**src/rtl/ped_crossing_ctrl.sv**
```systemverilog
// Pedestrian crossing controller.
// Sits behind the vehicle light controller: grants WALK only inside a
// vehicle-red window, follows it with a flashing clearance countdown, and
// holds DONT_WALK at all other times. All outputs are registered.
module ped_crossing_ctrl #(
  parameter int WALK_TIME  = 8,
  parameter int CLEAR_TIME = 5,
  parameter int FLASH_HALF = 1,
  parameter int CNT_W      = 8
) (
  input  logic             clk,
  input  logic             rst,
  input  logic             red,
  input  logic             yellow,
  input  logic             green,
  input  logic             ped_btn,
  output logic             walk,
  output logic             dont_walk,
  output logic             req_pending,
  output logic [CNT_W-1:0] countdown,
  output logic             fault
);

  localparam logic [1:0] ST_IDLE  = 2'd0;
  localparam logic [1:0] ST_WALK  = 2'd1;
  localparam logic [1:0] ST_CLEAR = 2'd2;
  localparam logic [1:0] ST_FAULT = 2'd3;

  localparam logic [CNT_W-1:0] WALK_LOAD  = CNT_W'(WALK_TIME - 1);
  localparam logic [CNT_W-1:0] CLEAR_LOAD = CNT_W'(CLEAR_TIME - 1);
  localparam logic [CNT_W-1:0] CLEAR_DISP = CNT_W'(CLEAR_TIME);
  localparam logic [CNT_W-1:0] FLASH_LOAD = CNT_W'(FLASH_HALF - 1);

  logic [1:0]       state_q, state_d;
  logic [CNT_W-1:0] cnt_q, cnt_d;
  logic [CNT_W-1:0] flash_q, flash_d;
  logic [CNT_W-1:0] cd_q, cd_d;
  logic             walk_q, walk_d;
  logic             dw_q, dw_d;
  logic             pend_q, pend_d;
  logic             fault_q;
  logic             s1_q, s2_q, s3_q;
  logic             red_prev_q;

  logic             legal;
  logic             red_rise;
  logic             btn_edge;

  // Upstream lights must be exactly one-hot to be trusted.
  assign legal    = (({1'b0, red} + {1'b0, yellow} + {1'b0, green}) == 2'd1);
  assign red_rise = red & ~red_prev_q & legal;
  assign btn_edge = s2_q & ~s3_q;

  // Button synchronizer, edge-detect history and red history.
  always_ff @(posedge clk or negedge rst) begin
    if (!rst) begin
      s1_q       <= 1'b0;
      s2_q       <= 1'b0;
      s3_q       <= 1'b0;
      red_prev_q <= 1'b0;
    end else begin
      s1_q       <= ped_btn;
      s2_q       <= s1_q;
      s3_q       <= s2_q;
      red_prev_q <= red;
    end
  end

  // Next-state and next-output logic for the crossing sequence.
  always_comb begin
    state_d = state_q;
    cnt_d   = cnt_q;
    flash_d = flash_q;
    cd_d    = cd_q;
    walk_d  = walk_q;
    dw_d    = dw_q;
    pend_d  = pend_q | btn_edge;

    if (!legal) begin
      // Untrusted lights override everything; the request is kept.
      state_d = ST_FAULT;
      walk_d  = 1'b0;
      dw_d    = 1'b1;
      cd_d    = '0;
    end else begin
      case (state_q)
        ST_IDLE: begin
          walk_d = 1'b0;
          dw_d   = 1'b1;
          cd_d   = '0;
          if (red_rise && (pend_q || btn_edge)) begin
            state_d = ST_WALK;
            pend_d  = 1'b0;
            cnt_d   = WALK_LOAD;
            walk_d  = 1'b1;
            dw_d    = 1'b0;
          end
        end
        ST_WALK: begin
          if (!red) begin
            // Vehicles are about to move: abandon the crossing at once.
            state_d = ST_IDLE;
            walk_d  = 1'b0;
            dw_d    = 1'b1;
            cd_d    = '0;
          end else if (cnt_q == '0) begin
            state_d = ST_CLEAR;
            cnt_d   = CLEAR_LOAD;
            flash_d = FLASH_LOAD;
            walk_d  = 1'b0;
            dw_d    = 1'b1;
            cd_d    = CLEAR_DISP;
          end else begin
            cnt_d = cnt_q - 1'b1;
          end
        end
        ST_CLEAR: begin
          if (!red || (cnt_q == '0)) begin
            state_d = ST_IDLE;
            walk_d  = 1'b0;
            dw_d    = 1'b1;
            cd_d    = '0;
          end else begin
            cnt_d = cnt_q - 1'b1;
            // Display shows remaining cycles including the current one.
            cd_d  = cnt_q;
            if (flash_q == '0) begin
              dw_d    = ~dw_q;
              flash_d = FLASH_LOAD;
            end else begin
              flash_d = flash_q - 1'b1;
            end
          end
        end
        default: begin
          // FAULT exit: a red rise seen on this cycle is deliberately ignored.
          state_d = ST_IDLE;
          walk_d  = 1'b0;
          dw_d    = 1'b1;
          cd_d    = '0;
        end
      endcase
    end
  end

  // State, counters and registered outputs.
  always_ff @(posedge clk or negedge rst) begin
    if (!rst) begin
      state_q <= ST_IDLE;
      cnt_q   <= '0;
      flash_q <= '0;
      cd_q    <= '0;
      walk_q  <= 1'b0;
      dw_q    <= 1'b1;
      pend_q  <= 1'b0;
      fault_q <= 1'b0;
    end else begin
      state_q <= state_d;
      cnt_q   <= cnt_d;
      flash_q <= flash_d;
      cd_q    <= cd_d;
      walk_q  <= walk_d;
      dw_q    <= dw_d;
      pend_q  <= pend_d;
      fault_q <= ~legal;
    end
  end

  assign walk        = walk_q;
  assign dont_walk   = dw_q;
  assign req_pending = pend_q;
  assign countdown   = cd_q;
  assign fault       = fault_q;

endmodule
```
**config.mk**
```make
export PLATFORM = sky130hd
export DESIGN_NAME = ped_crossing_ctrl
export DESIGN_NICKNAME = d
export VERILOG_FILES = /design/src/rtl/ped_crossing_ctrl.sv
export SDC_FILE = /design/constraint.sdc
export NUM_CORES = 1
export LEC_CHECK = 0
export BUFFER_PORTS_ARGS = -buffer_cell sky130_fd_sc_hd__buf_4
export CORE_ASPECT_RATIO = 1.75
export CORE_UTILIZATION = 53
export CTS_CLUSTER_SIZE = 30
export DETAILED_ROUTE_END_ITERATION = 10
export PLACE_DENSITY = 0.75
export SLEW_MARGIN = 20
export SYNTH_ARGS = -nofsm -noshare
export SYNTH_HDL_FRONTEND = slang
export SYNTH_SLANG_ARGS = --single-unit
```
**constraint.sdc**
```tcl
create_clock -name clk -period 2.16 [get_ports clk]
set_input_delay 0.216 -clock clk [delete_from_list [all_inputs] [get_ports clk]]
set_output_delay 0.216 -clock clk [all_outputs]
set_load 0.05 [all_outputs]
```
Word-level counts from Yosys, hierarchy flattened
Index checks and enable logic that the tools add are counted.
{"block": "op_classes", "muxes": 37, "n_eq_ne": 11, "n_addsub": 4, "bitwise_logic": 8, "reduce_logical": 14}
{"cell": "$mux W8", "count": 12}
{"cell": "$pmux W8 S2", "count": 2}
{"cell": "$pmux W8 S3", "count": 1}
{"cell": "$logic_not A8 Y1", "count": 2}
{"cell": "$sub A8 B1 Y8 const B", "count": 2}
{"cell": "$mux W1", "count": 14}
{"cell": "$mux W2", "count": 5}
{"cell": "$reduce_and A5 Y1", "count": 2}
{"cell": "$ne A2 B2 Y1 const B", "count": 4}
{"cell": "$ne A4 B4 Y1 const B", "count": 2}
{"cell": "$ne A3 B3 Y1 const B", "count": 2}
{"cell": "$pmux W1 S3", "count": 2}
{"cell": "$pmux W2 S3", "count": 1}
{"cell": "$eq A2 B1 Y1 const B", "count": 2}
{"cell": "$not A1 Y1", "count": 4}
{"cell": "$reduce_and A2 Y1", "count": 2}
{"cell": "$and A1 B1 Y1", "count": 3}
{"cell": "$reduce_and A3 Y1", "count": 1}
{"cell": "$reduce_bool A3 Y1", "count": 1}
{"cell": "$add A1 B1 Y2", "count": 1}
{"cell": "$add A2 B1 Y2", "count": 1}
{"cell": "$eq A2 B2 Y1 const B", "count": 1}
{"cell": "$logic_not A2 Y1", "count": 1}
{"cell": "$logic_or A1 B1 Y1", "count": 2}
{"cell": "4 further kinds", "count": 4}
{"block": "totals", "output_inout_bits": 12, "in_bits": 6, "regBits": 34, "wordCells": 86}

Longest topological paths before layout
Gate-level depths: netlist of the first run.
{"block": "depth", "depth_word": 8, "mapped_depth": 8, "ltp_nobuf": 6}

Least setup slack after synthesis of the first run
No wires, ideal clock.
{"block": "synth_timing", "path_kind": "input to register", "from": "in red", "to": "reg cnt_q[5]", "t_arrival_ns": 1.936, "cell_stages": 6, "required_time_ns": 2.034, "setup_time_ns": 0.126, "path_slack_ns": 0.098, "n_path_buf": 1, "path_cell_list": "fa_1 > nor3b_1 > o221ai_2 > or2_2 > buf_2 > a221o_1"}
{"block": "synth_between", "elab_chain_len": 7, "elab_cells_between_ends": 12, "classes_between": "add/sub (2); eq/ne (4); bitwise (2); reduce/logical (4)"}
{"item": "start, declared", "line": "13", "source": "input logic red,"}
{"item": "$add A1 B1 Y2", "line": "50", "source": "assign legal = (({1'b0, red} + {1'b0, yellow} + {1'b0, green}) == 2'd1);"}
{"item": "$add A2 B1 Y2", "line": "50"}
{"item": "$eq A2 B1 Y1", "line": "50"}
{"item": "$and A1 B1 Y1", "line": "51", "source": "assign red_rise = red & ~red_prev_q & legal;"}
{"item": "$logic_and A1 B1 Y1", "line": "91", "source": "if (red_rise && (pend_q || btn_edge)) begin"}
{"item": "$ne A2 B2 Y1 (no line)"}
{"item": "$reduce_and A5 Y1 (no line) *"}
{"item": "end signal, assigned", "line": "159", "source": "cnt_q <= cnt_d;"}
{"item": "end, declared", "line": "35", "source": "logic [CNT_W-1:0] cnt_q, cnt_d;"}
Mark *: on every way between the ends. The rest lies on a longest branch, timed or not.
A chain may end at the register's enable or synchronous reset.

Final worst setup path of the first run
{"block": "layout_timing", "from": "reg cnt_q[1]", "to": "reg cnt_q[7]"}
{"block": "layout_between", "elab_chain_len": 4, "elab_cells_between_ends": 9, "classes_between": "add/sub (1); eq/ne (1); mux (4); reduce/logical (3)"}
{"item": "$sub A8 B1 Y8 / $logic_not A8 Y1 (equally long branches)"}
{"item": "$mux W8 / $logic_or A1 B1 Y1 (equally long branches)", "line": "106, 118"}
{"item": "$mux W8 / $ne A2 B2 Y1 (equally long branches)"}
{"item": "$pmux W8 S3 / $reduce_and A5 Y1 (equally long branches)"}
Several ways; a longest one is shown, not always the timed one. The select of a mux whose other input is x is not followed.

==> metrics.yaml, run 1 <==
maxCapViolCount: 0
cts_tree: "done"
drv_slew: 0
total_power_uw: 2298
cts_buffers: 5
nets: 257
area_growth_syn_to_layout_pct: 24.35
drt_first_pass_iters: 4
power.density_nw_per_um2: 929.6
initial_core_util_pct: 55.35
cts.sinks: 34
htree_levels: 2
synth.distinct_cells: 59
postLayoutCellArea_um2: 2472
critPathBufInv: 2
grt_use_total_pct: 27.31
skew_ns: 0.002503
synth_area_per_cell_um2: 9.842
overflow: 0
netlist_top_cells_count: "dfrtp_1 (33), inv_1 (16), a21oi_1 (13), o21ai_0 (13), nor2_1 (10)"
worstMarginPinSlew_ns: 0.5708
synthTopCellsByArea: "dfrtp_1 (42%), ha_1 (4.4%), a21oi_1 (3.3%)"
synth_area_um2: 1988
gp_congestion: 0.8810
die_x_um: 48.30
cpPeakStageDelay_ns: 0.51
ios: 18
grt_pass1_vias: 1835
io_buffers: 17
min-delay-start: "ped_btn"
syn_nets: 216
synthCells: 202
yosysTopAreaCell: "dfrtp_1"
finalSetupViolations: 0
worstPathMaxFanout: 7
p_leak_uw: 0.001084
fill_cells: 274
fmax_ghz: 0.4763
end_kind: "flop"
fin_crit_ns: 2.100
wl_per_cell_um: 18.01
yosys_warnings: 0
whs_path_depth: 1
async_flop_share_pct: 100.0
root_buffer: "clkbuf_8"
placed_area_um2: 2307
grt_antenna_before_repair: 0
tns_ns: 0
min_to: "s1_q"
r2r_cells: 7
r2r-start: "cnt_q[1]"
cp_slowest_cell: "or4bb_1"
path_delay_family: "simple AND/OR/NAND/NOR gates"
required_ns: 2.34
worstSkewPairLatency_ns: 0.29
routed_wirelength_um: 5222
relSlewSlack_pct: 61.66
crit_chain: "inv_1 > ha_2 > or4bb_1 > o21ai_4 > nor3_1 > buf_4 > a221o_1"
whs_ns: 0.02955
ys.flop_type: "dfrtp_1"
hold_class: "in2reg"
vdd_drop_max_mv: 0.7527
r2r-end: "cnt_q[7]"
status: "complete, no violations"
die_h_um: 83.02
worst-setup-path-type: "reg2reg"
drive_gt1_share_pct: 27.87
diodes: 0
synth_seq_cells: 34
grt_pass1_wl_um: 8424
dp_hpwl_um: 3784
row_count: 29
viasPerCell: 6.245
drt-initial-drc-count: 88
drc: 0
setup.worst_path.start_class: "flop"
ys_seq_area_share_pct: 42.86
arrival_ns: 2.28
drtAntennaViolNets: 0
final_util_pct: 68.83
clk_pin_slew_ns: 0.07
synth.most_common_cell: "dfrtp_1"
r2r_setup_slack_ns: 0.06
finalHoldViolCount: 0
vias: 1811
yosysTopAreaCellShare_pct: 41.54
die_area_um2: 4010
clockBufferDepth: 2
fin_crit_sh_pct: 97.20
grt_max_degree: 35
synth-edff-count: 0
core_um2: 3592
state kept, by name (all words and copies together) (netlist names):
register	cells
cnt_q	8
dont_walk	1
s1_q	1
s3_q	1
req_pending	1
state_q	2
countdown	8
s2_q	1
fault	1
flash_q	8
walk	1
red_prev_q	1
cell usage in the layout (no fill, tap or decap), types with 2 or more instances in the layout:
cell type	n
o31ai_1	2
a22o_2	2
o221ai_2	2
nand3b_1	3
nor2_1	10
a21boi_0	2
o32a_1	2
nor2b_1	3
nand4_1	3
a22o_1	4
clkbuf_8	6
o21bai_1	2
ha_1	6
buf_4	40
a22oi_1	2
inv_1	16
a31oi_1	5
or4_1	2
and3_1	2
a221oi_1	2
o21ai_0	13
a211o_1	2
mux2i_1	2
nand2_1	8
nor3_1	6
nor3b_1	3
nand3_1	4
dfrtp_1	33
a21oi_1	13
nand2b_1	5
a221o_1	2
area by class of cell:
class                   count  area [µm²]  area share, %
repair buffers             43       341.6          13.82
clock inverters             2       12.51         0.5061
well taps                  46       57.56          2.328
clock buffers               6       82.58          3.340
multi-input cells         143        1066          43.12
inverters                  16       60.06          2.429
flip-flops and latches     34       852.1          34.46
layer usage:
| metal | routed length (µm) | GRT usage, % | vias to the layer above |
|---|---|---|---|
| met3 | 199 | 4.212 | 20 |
| met2 | 2877 | 49.68 | 66 |
| li1 | - | - | 831 |
| met1 | 1959 | 29.02 | 894 |
| met4 | 186 | 15.78 | 0 |
| met5 | 0 | 0 | - |
cell families (layout without fill, tap and decap cells):
logic type / count (synthesis) / after routing / synth area share [%]
fa+ha+maj: 8 / 8 / 5.412
simple gates: 62 / 62 / 18.94
compound gates: 70 / 70 / 26.24
buf+inv: 25 / 67 / 4.972
flops: 34 / 34 / 42.86
mux: 3 / 3 / 1.573
where the power goes:
part / switching [µW] / total (µW) / internal, µW
registers: 108 / 852 / 743
logic: 555 / 951 / 395
clock network: 240 / 496 / 256
total: 903 / 2300 / 1390
repair_timing:
item,CTS,global route
hold endpoints to repair,33,0
setup buffers,0,2
setup endpoints to repair,0,14
hold buffers,1,0
gates resized for setup,0,6
per-stage QoR:
| stage | std cells | setup slack (ns) |
|---|---|---|
| finish | 290 | 0.06049 |
| global route | 290 | -0.005827 |
| CTS | 288 | 0.02023 |
| detailed placement | 279 | -0.02383 |
| global placement | 279 | 0.002101 |
| floorplan | 202 | 0.09792 |
worst max-delay path by stage:
stage / startpoint / endpoint / cells after the start
after detailed placement: red / cnt_q[6] / 6
after global routing: cnt_q[0] / cnt_q[7] / 7
after CTS: cnt_q[1] / countdown[6] / 6
after floorplan: red / cnt_q[5] / 6
final: cnt_q[1] / cnt_q[7] / 7
after global placement: red / cnt_q[6] / 6
No activity file was read; power rests on OpenSTA's default activity.
==> inputs of run 2 (changes only) <==
--- a/config.mk
+++ b/config.mk
@@ -7,10 +7,10 @@
 export LEC_CHECK = 0
 export BUFFER_PORTS_ARGS = -buffer_cell sky130_fd_sc_hd__buf_4
 export CORE_ASPECT_RATIO = 1.75
-export CORE_UTILIZATION = 53
+export CORE_UTILIZATION = 35
+export CTS_BUF_LIST = sky130_fd_sc_hd__clkbuf_8
 export CTS_CLUSTER_SIZE = 30
 export DETAILED_ROUTE_END_ITERATION = 10
-export PLACE_DENSITY = 0.75
 export SLEW_MARGIN = 20
 export SYNTH_ARGS = -nofsm -noshare
 export SYNTH_HDL_FRONTEND = slang
==> metrics.yaml, run 2 (same netlist as run 1, synthesis figures left out) <==
end_kind: "flop"
htree_levels: 2
core_um2: 5540
placed_area_um2: 2420
fin_ws_ns: 0.1132
finalSetupViolations: 0
viasPerCell: 5.495
die_h_um: 101.7
grt_pass1_vias: 1865
fmax_ghz: 0.4886
drc: 0
grt_antenna_before_repair: 0
initial_core_util_pct: 35.89
row_count: 36
clk_pin_slew_ns: 0.07
cts_buffers: 5
die_area_um2: 5998
min-delay-start: "ped_btn"
overflow: 0
drive_gt1_share_pct: 30.04
root_buffer: "clkbuf_8"
post-cts-setup-buffers: 0
routed_wirelength_um: 5428
dp_hpwl_um: 4028
diodes: 0
area_growth_syn_to_layout_pct: 28.45
nets: 266
worstSkewPairLatency_ns: 0.29
clockBufferDepth: 2
postLayoutCellArea_um2: 2554
arrival_ns: 2.25
drtAntennaViolNets: 0
cp_slowest_cell: "or4bb_4"
cpPeakStageDelay_ns: 0.50
required_ns: 2.37
skew_ns: 0.003360
worstMarginPinSlew_ns: 0.4631
setup.worst_path.start_class: "flop"
drv_slew: 0
grt_use_total_pct: 20.77
fin_crit_sh_pct: 94.76
finalHoldViolCount: 0
maxCapViolCount: 0
p_leak_uw: 0.001136
r2r-start: "cnt_q[0]"
drt-initial-drc-count: 65
power.density_nw_per_um2: 923.3
final_cell_mix: "buf_4 (50), dfrtp_1 (33), inv_1 (17)"
drt_first_pass_iters: 4
cts_tree: "done"
pre_cts_ws_ns: 0.02724
wl_per_cell_um: 16.50
ios: 18
die_x_um: 58.98
vias: 1808
relSlewSlack_pct: 68.89
io_buffers: 17
gp_congestion: 0.8572
fin_crit_ns: 2.047
cts.sinks: 34
grt_pass1_wl_um: 9190
status: "complete, no violations"
worst-setup-path-type: "reg2reg"
grt_max_degree: 35
final_common_cell: "buf_4"
worstPathMaxFanout: 4
crit_chain: "inv_1 > ha_2 > or4bb_4 > o221ai_2 > a21oi_1 > buf_4 > o21ai_0"
vdd_drop_max_mv: 0.4056
hold_class: "in2reg"
startpoint: "cnt_q[0]"
-- run 2: final timing paths --
kind,endpoint,slack [ns],depth (start not counted)
setup / recovery,flash_q[0],0.11,7
hold / removal,s1_q,0.03,1
setup reg to reg,flash_q[0],0.11,7
hold reg to reg,s2_q,0.35,0
max in group asynchronous,dont_walk,1.39,2
min in group asynchronous,s1_q,0.42,2
-- run 2: cell type report --
type | instances | area, µm²
clock buffer | 6 | 82.58
clock inverter | 2 | 8.758
fill | 540 | 2987
inverter | 16 | 60.06
multi-input combinational | 143 | 1065
sequential | 34 | 852.1
tap | 76 | 95.09
timing repair buffer | 52 | 390.4
-- run 2: what timing repair did --
| item | in CTS | in global routing |
|---|---|---|
| hold buffers | 1 | 0 |
| endpoints found under the setup margin | 0 | 12 |
| hold endpoints to repair | 33 | 0 |
| gates resized for setup | 0 | 6 |
-- run 2: through the flow --
| stage | cells | hold slack (ns) | total power (µW) | setup TNS, ns | util [%] |
|---|---|---|---|---|---|
| 5_1_grt | 329 | 0.02040 | 2518 | -0.009590 | 46.09 |
| 6_report | 329 | 0.03086 | 2358 | 0 | 46.09 |
| 3_3_place_gp | 319 | 0.2035 | 1845 | 0 | 43.68 |
| 3_5_place_dp | 319 | 0.2032 | 1848 | 0 | 43.68 |
| 2_1_floorplan | 202 | -0.07959 | 1427 | 0 | - |
| 4_1_cts | 328 | 0.02305 | 2355 | 0 | 45.51 |
-- run 2: critical path, delay by kind of cell, from the launching register on --
kind | cells | cell delay, ns
compound gates | 3 | 0.60
fa+ha+maj | 1 | 0.21
flops | 1 | 0.41
buf+inv | 2 | 0.25
simple gates | 1 | 0.50
-- run 2: metal layers --
metal / share of wire (%) / up-vias / wire length (µm) / GRT usage [%]
met4: 4.6 / 0 / 248 / 13.92
met5: 0 / - / 0 / 0
met1: 37 / 891 / 2019 / 21.98
met2: 55 / 42 / 3005 / 36.80
li1: - / 859 / - / -
met3: 2.9 / 16 / 155 / 3.193
-- run 2: report_power, final --
group | total (µW) | leakage, µW | switching [µW] | internal, µW
combinational | 1010 | 0.000656 | 564 | 448
clock | 495 | 0.0000524 | 242 | 253
sequential | 850 | 0.000427 | 107 | 743
